--- config.mk ---
export PLATFORM = sky130hd
export DESIGN_NAME = spi_xfer_arbiter_flat
export DESIGN_NICKNAME = d
export VERILOG_FILES = /design/src/rtl/spi_xfer_arbiter_if.sv /design/src/rtl/spi_xfer_arbiter.sv /design/src/flat_wrapper.sv
export SDC_FILE = /design/constraint.sdc
export NUM_CORES = 1
export LEC_CHECK = 0
export ABC_AREA = 0
export BUFFER_PORTS_ARGS = -buffer_cell sky130_fd_sc_hd__buf_2
export CAP_MARGIN = 10
export CORE_MARGIN = 2
export CORE_UTILIZATION = 31
export DETAILED_ROUTE_END_ITERATION = 16
export PLACE_DENSITY = 0.54
export SLEW_MARGIN = 20
export SYNTH_ARGS = -nofsm -noshare
export SYNTH_HDL_FRONTEND = slang
export SYNTH_SLANG_ARGS = --single-unit
--- constraint.sdc ---
create_clock -name clk -period 2.9 [get_ports clk]
set_input_delay 0.725 -clock clk [delete_from_list [all_inputs] [get_ports clk]]
set_output_delay 0.725 -clock clk [all_outputs]
set_load 0.1 [all_outputs]
--- src/rtl/spi_xfer_arbiter_if.sv ---
// Handshake bundle between on-chip requesters, the arbiter and a 12-bit SPI master.
//
// Modports:
//   master - the arbiter's view: it consumes requests and master completions, and drives
//            acks, response data, the master launch controls and the slave selects.
//   slave  - the environment's view: requesters and the SPI master model.
//
// Signals:
//   req      [NUM_REQ]        per-requester transfer request (level)
//   req_data [NUM_REQ*DATA_W] transmit words, requester i at [i*DATA_W +: DATA_W]
//   ack      [NUM_REQ]        one-hot, one-cycle completion pulse
//   rsp_data [DATA_W]         received word, valid with ack
//   rsp_err                   timeout flag, valid with ack
//   m_start                   one-cycle launch pulse to the SPI master
//   m_din    [DATA_W]         word the master shifts out
//   m_done                    one-cycle completion pulse from the master
//   m_dout   [DATA_W]         word the master shifted in, valid with m_done
//   ss_n     [NUM_REQ]        active-low slave selects, at most one low
//   busy                      high whenever the arbiter is not idle
interface spi_xfer_arbiter_if #(
  parameter int unsigned NUM_REQ = 4,
  parameter int unsigned DATA_W  = 12
);
  logic [NUM_REQ-1:0]        req;
  logic [NUM_REQ*DATA_W-1:0] req_data;
  logic [NUM_REQ-1:0]        ack;
  logic [DATA_W-1:0]         rsp_data;
  logic                      rsp_err;
  logic                      m_start;
  logic [DATA_W-1:0]         m_din;
  logic                      m_done;
  logic [DATA_W-1:0]         m_dout;
  logic [NUM_REQ-1:0]        ss_n;
  logic                      busy;

  modport master (
    input  req, req_data, m_done, m_dout,
    output ack, rsp_data, rsp_err, m_start, m_din, ss_n, busy
  );

  modport slave (
    output req, req_data, m_done, m_dout,
    input  ack, rsp_data, rsp_err, m_start, m_din, ss_n, busy
  );
endinterface

--- src/rtl/spi_xfer_arbiter.sv ---
// Round-robin arbiter/sequencer sharing one SPI master among NUM_REQ requesters.
//
// A request seen in idle is granted by round-robin starting after the last served
// requester; its word is latched into m_din and its slave select is pulled low. The master
// is launched with a one-cycle m_start, the received word is captured on m_done, and the
// requester gets a one-cycle ack. All slave selects then stay high for at least GAP_CYCLES
// cycles before the next grant.
//
// Ports:
//   clk  - system clock, rising edge
//   rst  - asynchronous active-high reset
//   bus  - spi_xfer_arbiter_if.master (requests, acks, master launch/completion, ss_n, busy)
//
// Build option:
//   SPI_ARB_TIMEOUT_EN - when defined, a watchdog ends a WAIT that lasts TIMEOUT_CYCLES
//                        cycles without m_done, returning rsp_err=1 and rsp_data=0. When
//                        undefined, rsp_err is tied low and WAIT waits indefinitely.
module spi_xfer_arbiter #(
  parameter int unsigned NUM_REQ        = 4,
  parameter int unsigned DATA_W         = 12,
  parameter int unsigned GAP_CYCLES     = 2,
  parameter int unsigned TIMEOUT_CYCLES = 1024
) (
  input logic                clk,
  input logic                rst,
  spi_xfer_arbiter_if.master bus
);

  localparam int unsigned IdxW = (NUM_REQ > 1) ? $clog2(NUM_REQ) : 1;
  localparam int unsigned GapW = (GAP_CYCLES > 1) ? $clog2(GAP_CYCLES) : 1;
  localparam logic [IdxW-1:0]    LastRst = IdxW'(NUM_REQ - 1);
  localparam logic [NUM_REQ-1:0] OneHot0 = NUM_REQ'(1);

  typedef enum logic [2:0] {StIdle, StLaunch, StWait, StResp, StGap} state_e;

  state_e              r_state;
  logic [IdxW-1:0]     r_grant;
  logic [IdxW-1:0]     r_last;
  logic [GapW-1:0]     r_gap_cnt;
  logic [NUM_REQ-1:0]  r_ss_n;
  logic [NUM_REQ-1:0]  r_ack;
  logic                r_m_start;
  logic                r_busy;
  logic [DATA_W-1:0]   r_m_din;
  logic [DATA_W-1:0]   r_rsp_data;

`ifdef SPI_ARB_TIMEOUT_EN
  localparam int unsigned ToW = $clog2(TIMEOUT_CYCLES + 1);
  logic [ToW-1:0] r_to_cnt;
  logic           r_rsp_err;
`else
  logic w_unused_timeout;
  assign w_unused_timeout = ^TIMEOUT_CYCLES;
`endif

  // Round-robin pick: scan offsets 1..NUM_REQ from the last served requester and take the
  // first one requesting.
  logic              w_any_req;
  logic [IdxW-1:0]   w_win_idx;
  logic [DATA_W-1:0] w_win_data;

  always_comb begin
    w_any_req  = 1'b0;
    w_win_idx  = '0;
    w_win_data = '0;
    for (int unsigned k = 1; k <= NUM_REQ; k++) begin
      for (int unsigned i = 0; i < NUM_REQ; i++) begin
        if (!w_any_req && bus.req[i] && ((32'(r_last) + k) % NUM_REQ == i)) begin
          w_any_req  = 1'b1;
          w_win_idx  = IdxW'(i);
          w_win_data = bus.req_data[i*DATA_W +: DATA_W];
        end
      end
    end
  end

  always_ff @(posedge clk or posedge rst) begin
    if (rst) begin
      r_state    <= StIdle;
      r_grant    <= '0;
      r_last     <= LastRst;
      r_gap_cnt  <= '0;
      r_ss_n     <= '1;
      r_ack      <= '0;
      r_m_start  <= 1'b0;
      r_busy     <= 1'b0;
      r_m_din    <= '0;
      r_rsp_data <= '0;
`ifdef SPI_ARB_TIMEOUT_EN
      r_to_cnt   <= '0;
      r_rsp_err  <= 1'b0;
`endif
    end else begin
      // Pulse outputs default low; states that need them assert for exactly one cycle.
      r_m_start <= 1'b0;
      r_ack     <= '0;
      case (r_state)
        StIdle: begin
          if (w_any_req) begin
            r_grant <= w_win_idx;
            r_m_din <= w_win_data;
            r_ss_n  <= ~(OneHot0 << w_win_idx);
            r_busy  <= 1'b1;
            r_state <= StLaunch;
          end
        end
        StLaunch: begin
          r_m_start <= 1'b1;
`ifdef SPI_ARB_TIMEOUT_EN
          r_to_cnt  <= '0;
`endif
          r_state   <= StWait;
        end
        StWait: begin
`ifdef SPI_ARB_TIMEOUT_EN
          // m_done takes priority over a watchdog expiring in the same cycle.
          if (bus.m_done) begin
            r_rsp_data <= bus.m_dout;
            r_rsp_err  <= 1'b0;
            r_state    <= StResp;
          end else if (r_to_cnt == ToW'(TIMEOUT_CYCLES - 1)) begin
            r_rsp_data <= '0;
            r_rsp_err  <= 1'b1;
            r_state    <= StResp;
          end else begin
            r_to_cnt <= r_to_cnt + ToW'(1);
          end
`else
          if (bus.m_done) begin
            r_rsp_data <= bus.m_dout;
            r_state    <= StResp;
          end
`endif
        end
        StResp: begin
          r_ack     <= OneHot0 << r_grant;
          r_ss_n    <= '1;
          r_last    <= r_grant;
          r_gap_cnt <= '0;
          r_state   <= StGap;
        end
        StGap: begin
          if (r_gap_cnt == GapW'(GAP_CYCLES - 1)) begin
            r_busy  <= 1'b0;
            r_state <= StIdle;
          end else begin
            r_gap_cnt <= r_gap_cnt + GapW'(1);
          end
        end
        default: r_state <= StIdle;
      endcase
    end
  end

  assign bus.ack      = r_ack;
  assign bus.rsp_data = r_rsp_data;
  assign bus.m_start  = r_m_start;
  assign bus.m_din    = r_m_din;
  assign bus.ss_n     = r_ss_n;
  assign bus.busy     = r_busy;
`ifdef SPI_ARB_TIMEOUT_EN
  assign bus.rsp_err  = r_rsp_err;
`else
  assign bus.rsp_err  = 1'b0;
`endif

endmodule

--- src/flat_wrapper.sv ---
// flat-port wrapper written by rule: the top's interface ports become plain ports
module spi_xfer_arbiter_flat 
#(
  parameter int unsigned NUM_REQ        = 4,
  parameter int unsigned DATA_W         = 12,
  parameter int unsigned GAP_CYCLES     = 2,
  parameter int unsigned TIMEOUT_CYCLES = 1024
)
  (clk, rst, bus_req, bus_req_data, bus_m_done, bus_m_dout, bus_ack, bus_rsp_data, bus_rsp_err, bus_m_start, bus_m_din, bus_ss_n, bus_busy);
  spi_xfer_arbiter_if #(.NUM_REQ(NUM_REQ), .DATA_W(DATA_W)) bus_i ();
  input logic clk;
  input logic rst;
  input wire logic [$bits(bus_i.req)-1:0] bus_req;
  input wire logic [$bits(bus_i.req_data)-1:0] bus_req_data;
  input wire logic [$bits(bus_i.m_done)-1:0] bus_m_done;
  input wire logic [$bits(bus_i.m_dout)-1:0] bus_m_dout;
  output wire logic [$bits(bus_i.ack)-1:0] bus_ack;
  output wire logic [$bits(bus_i.rsp_data)-1:0] bus_rsp_data;
  output wire logic [$bits(bus_i.rsp_err)-1:0] bus_rsp_err;
  output wire logic [$bits(bus_i.m_start)-1:0] bus_m_start;
  output wire logic [$bits(bus_i.m_din)-1:0] bus_m_din;
  output wire logic [$bits(bus_i.ss_n)-1:0] bus_ss_n;
  output wire logic [$bits(bus_i.busy)-1:0] bus_busy;
  assign bus_i.req = bus_req;
  assign bus_i.req_data = bus_req_data;
  assign bus_i.m_done = bus_m_done;
  assign bus_i.m_dout = bus_m_dout;
  assign bus_ack = bus_i.ack;
  assign bus_rsp_data = bus_i.rsp_data;
  assign bus_rsp_err = bus_i.rsp_err;
  assign bus_m_start = bus_i.m_start;
  assign bus_m_din = bus_i.m_din;
  assign bus_ss_n = bus_i.ss_n;
  assign bus_busy = bus_i.busy;
  spi_xfer_arbiter #(.NUM_REQ(NUM_REQ), .DATA_W(DATA_W), .GAP_CYCLES(GAP_CYCLES), .TIMEOUT_CYCLES(TIMEOUT_CYCLES)) u_core (.clk(clk), .rst(rst), .bus(bus_i));
endmodule
==> out/results.tsv <==
stage	metric	value	unit
timing	relSlewSlack	0.332	
pwr	seqPwrFrac	0.204	
min_path	hp-start	u_core.r_grant[1]	
die	ios	102	
logic_synthesis	synthCells	442	
pwr	p_per_area	1160	mW/mm2
run_status	status	completed	
die	die_h	115	um
final_layout	regArea	0.00106	mm2
drt	ant_nets	0	
worst_setup_path	cpLargestDelayFamily	compound AO/OA/AOI/OAI gates	
logic_synthesis	synthSimpleGateAreaFrac	0.263	
logic_synthesis	synth_top_area_frac	0.237	
min_path	hp-class	reg2reg	
worst_setup_path	slowest_stage	dfstp_2	
worst_setup_path	cp-endpoint	u_core.bus.m_din[9]	
drt	detail_route.iter0.violations	561	
worst_setup_path	cp.required	3060	ps
timing	hold_viol_final	0	
pwr	pwr-share-comb	0.672	
logic_synthesis	synth_compound_area_frac	0.327	
pwr	p_sw_frac	0.581	
die	row_count	40	
timing	slew_viol_final	0	
logic_synthesis	ys_seq_elements	42	
pwr	power.share.clock	0.124	
pwr	power_switching	3.15	mW
flow_run	cap_violations	0	
logic_synthesis	async_flop_share	1.00	
final_layout	final_util	0.390	
placed_design	placed_cell_area	0.00450	mm2
placed_design	portBuffers	100	
clocking	clockBufferDepth	2	
worst_setup_path	cp-startpoint	u_core.r_last[0]	
grt	antenna_found_initial	0	
logic_synthesis	syn_area	0.00380	mm2
drt	avgViaCountPerCell	6.28	
clocking	cts_buffers	5	
final_layout	multi_input_area	0.00244	mm2
grt	grt_pass1_wl	22400	um
grt	grt_max_degree	31	
clocking	cts_resized	0	
worst_setup_path	crit_arrival	2510	ps
timing	max_freq	425	MHz
timing	tns	0	ps
die	start_util	0.317	
timing	setup_violations	0	
worst_setup_path	critical_path_class	reg2reg	
logic_synthesis	synth_area_per_cell	8.59	um2
clocking	cts-root-buf	clkbuf_16	
grt	grt.total_usage	0.218	
final_layout	fillers	1243	
final_layout	drive_above_1_share	0.328	
grt	grt_pass1_vias	4083	
logic_synthesis	synth_nets	509	
logic_synthesis	synth_top_family_by_area	compound AO/OA/AOI/OAI gates	
clocking	clk-insertion-delay-late	290	ps
worst_setup_path	slowest_delay	610	ps
drt	vias	4353	
drt	firstDrtPassIters	7	
placed_design	place_hpwl	10800	um
worst_setup_path	end_kind	flip-flop	
worst_setup_path	crit_fanout	30	
final_layout	nets	613	
worst_setup_path	path_cells	buf_4 -> and2b_1 -> a221oi_1 -> a31oi_1 -> o311ai_1 -> o211ai_1	
logic_synthesis	ys_warn_count	0	
logic_synthesis	synth-adder-area-share	0	
clocking	htreeDepth	2	
final_layout	antenna_cells	0	
clocking	ctsHoldBuffers	0	
logic_synthesis	yosysTopAreaCell	dfrtp_1	
logic_synthesis	synth_mux_area_frac	0.0488	
drt	wl_per_cell	20.8	um
final_layout	fin_area	0.00467	mm2
worst_setup_path	reg2reg_depth	6	
logic_synthesis	yosysSeqAreaShare	0.279	
die	die_w	115	um
clocking	path_clk_slew	70	ps
worst_setup_path	path_buf_inv	1	
logic_synthesis	synth_edf_count	0	
worst_setup_path	rr_endpoint	u_core.bus.m_din[9]	
pwr	p_int	2.28	mW
drt	drc	0	
final_layout	syn_to_final_growth	22.9	%
timing	fin_skew	8.53	ps
clocking	postCtsSetupRepairBufs	0	
logic_synthesis	synth_cell_types	86	
die	die-area	0.0132	mm2
clocking	clkSinkCount	42	
timing	rsz0062_at_grt	false	
timing	period_share	0.812	
pwr	p_leak	1.97	nW
logic_synthesis	synth_area_leaders	dfrtp_1 (24%), dfstp_2 (4.2%), a221oi_1 (3.7%), mux2_2 (3.6%), nand2_1 (3.5%)	
timing	min_period	2350	ps
placed_design	gp_congestion	0.906	
worst_setup_path	rr_startpoint	u_core.r_last[0]	
pwr	peakVddDrop	0.474	mV
clocking	cts_tree	done	
worst_setup_path	startpoint_type	flip-flop	
worst_setup_path	path_depth	6	
logic_synthesis	yosys.area_share.xor_xnor	0.00231	
timing	tightest_slew	996	ps
logic_synthesis	ys.flop_type	dfrtp_1	
drt	wl	14400	um
die	core_area	0.0120	mm2
grt	grt-ovfl-total	0	
worst_setup_path	rrSetupSlack	550	ps
routing by layer:
metal	global-route usage	up-vias	wire, um
met5	0	-	0
met4	0.0667	0	335
met3	0.0249	35	1410
met2	0.348	288	6690
met1	0.308	2080	5970
li1	-	1950	-
cell type report:
class	count	share of cell area
sequential	42	0.227
inverter	15	0.0121
clock inverter	1	0.00643
clock buffer	6	0.0298
multi-input combinational	347	0.522
tap	147	0.0394
timing repair buffer	135	0.163
flip-flops by register name (all words and copies together), names as in the netlist:
signal,count
u_core.bus.m_din,12
u_core.bus.rsp_data,12
u_core.bus.ack,4
u_core.bus.ss_n,4
u_core.r_state,3
u_core.r_grant,2
u_core.r_last,2
u_core.bus.busy,1
u_core.bus.m_start,1
u_core.r_gap_cnt,1
through the flow:
stage	hold slack, ps	worst slack, ps	power, mW	cells
floorplan	425	710	4.01	442
global placement	451	353	4.71	686
detailed placement	462	304	4.74	686
CTS	489	577	5.42	693
global route	498	407	5.69	693
finish	490	546	5.43	693
kinds of logic after synthesis:
family / Yosys count
compound gates: 165
xor+xnor: 1
buf+inv: 53
flops: 42
mux: 17
other cells: 1
simple gates: 163
layout by cell type (no fill, tap or decap), drive strengths merged, types with 8 or more instances in the layout:
master | synthesis | final
nand2b | 9 | 9
nor2 | 33 | 33
nor3 | 9 | 9
dfrtp | 36 | 36
o21ai | 22 | 22
a221oi | 16 | 16
buf | 34 | 135
nor2b | 8 | 8
mux2 | 12 | 12
and2 | 8 | 8
o221ai | 10 | 10
o22ai | 19 | 19
inv | 15 | 14
nand2 | 36 | 36
a21oi | 20 | 20
worst min path at each step:
stage	endpoint	slack [ps]	cells after the start
final	u_core.bus.ack[1]	490	1
after global placement	u_core.bus.ack[1]	450	1
after floorplan	u_core.bus.ack[1]	430	1
after global routing	u_core.bus.ack[0]	500	1
after detailed placement	u_core.bus.ack[1]	460	1
after CTS	u_core.bus.ack[1]	490	1
power by group through the flow:
| stage | clock (mW) | sequential, mW | combinational, mW |
|---|---|---|---|
| 2_1_floorplan | 0 | 2.48 | 1.52 |
| 3_3_place_gp | 0 | 1.11 | 3.61 |
| 3_5_place_dp | 0 | 1.12 | 3.62 |
| 4_1_cts | 0.682 | 1.11 | 3.63 |
| 5_1_grt | 0.704 | 1.15 | 3.83 |
| 6_report | 0.674 | 1.11 | 3.65 |
synth_stat cells (all sizes together), types with 8 or more instances:
master / count
dfrtp: 36
nand2: 36
buf: 34
nor2: 33
o21ai: 22
a21oi: 20
o22ai: 19
a221oi: 16
inv: 15
mux2: 12
o221ai: 10
nand2b: 9
nor3: 9
and2: 8
nor2b: 8
Power figures use the tool's default switching activity.
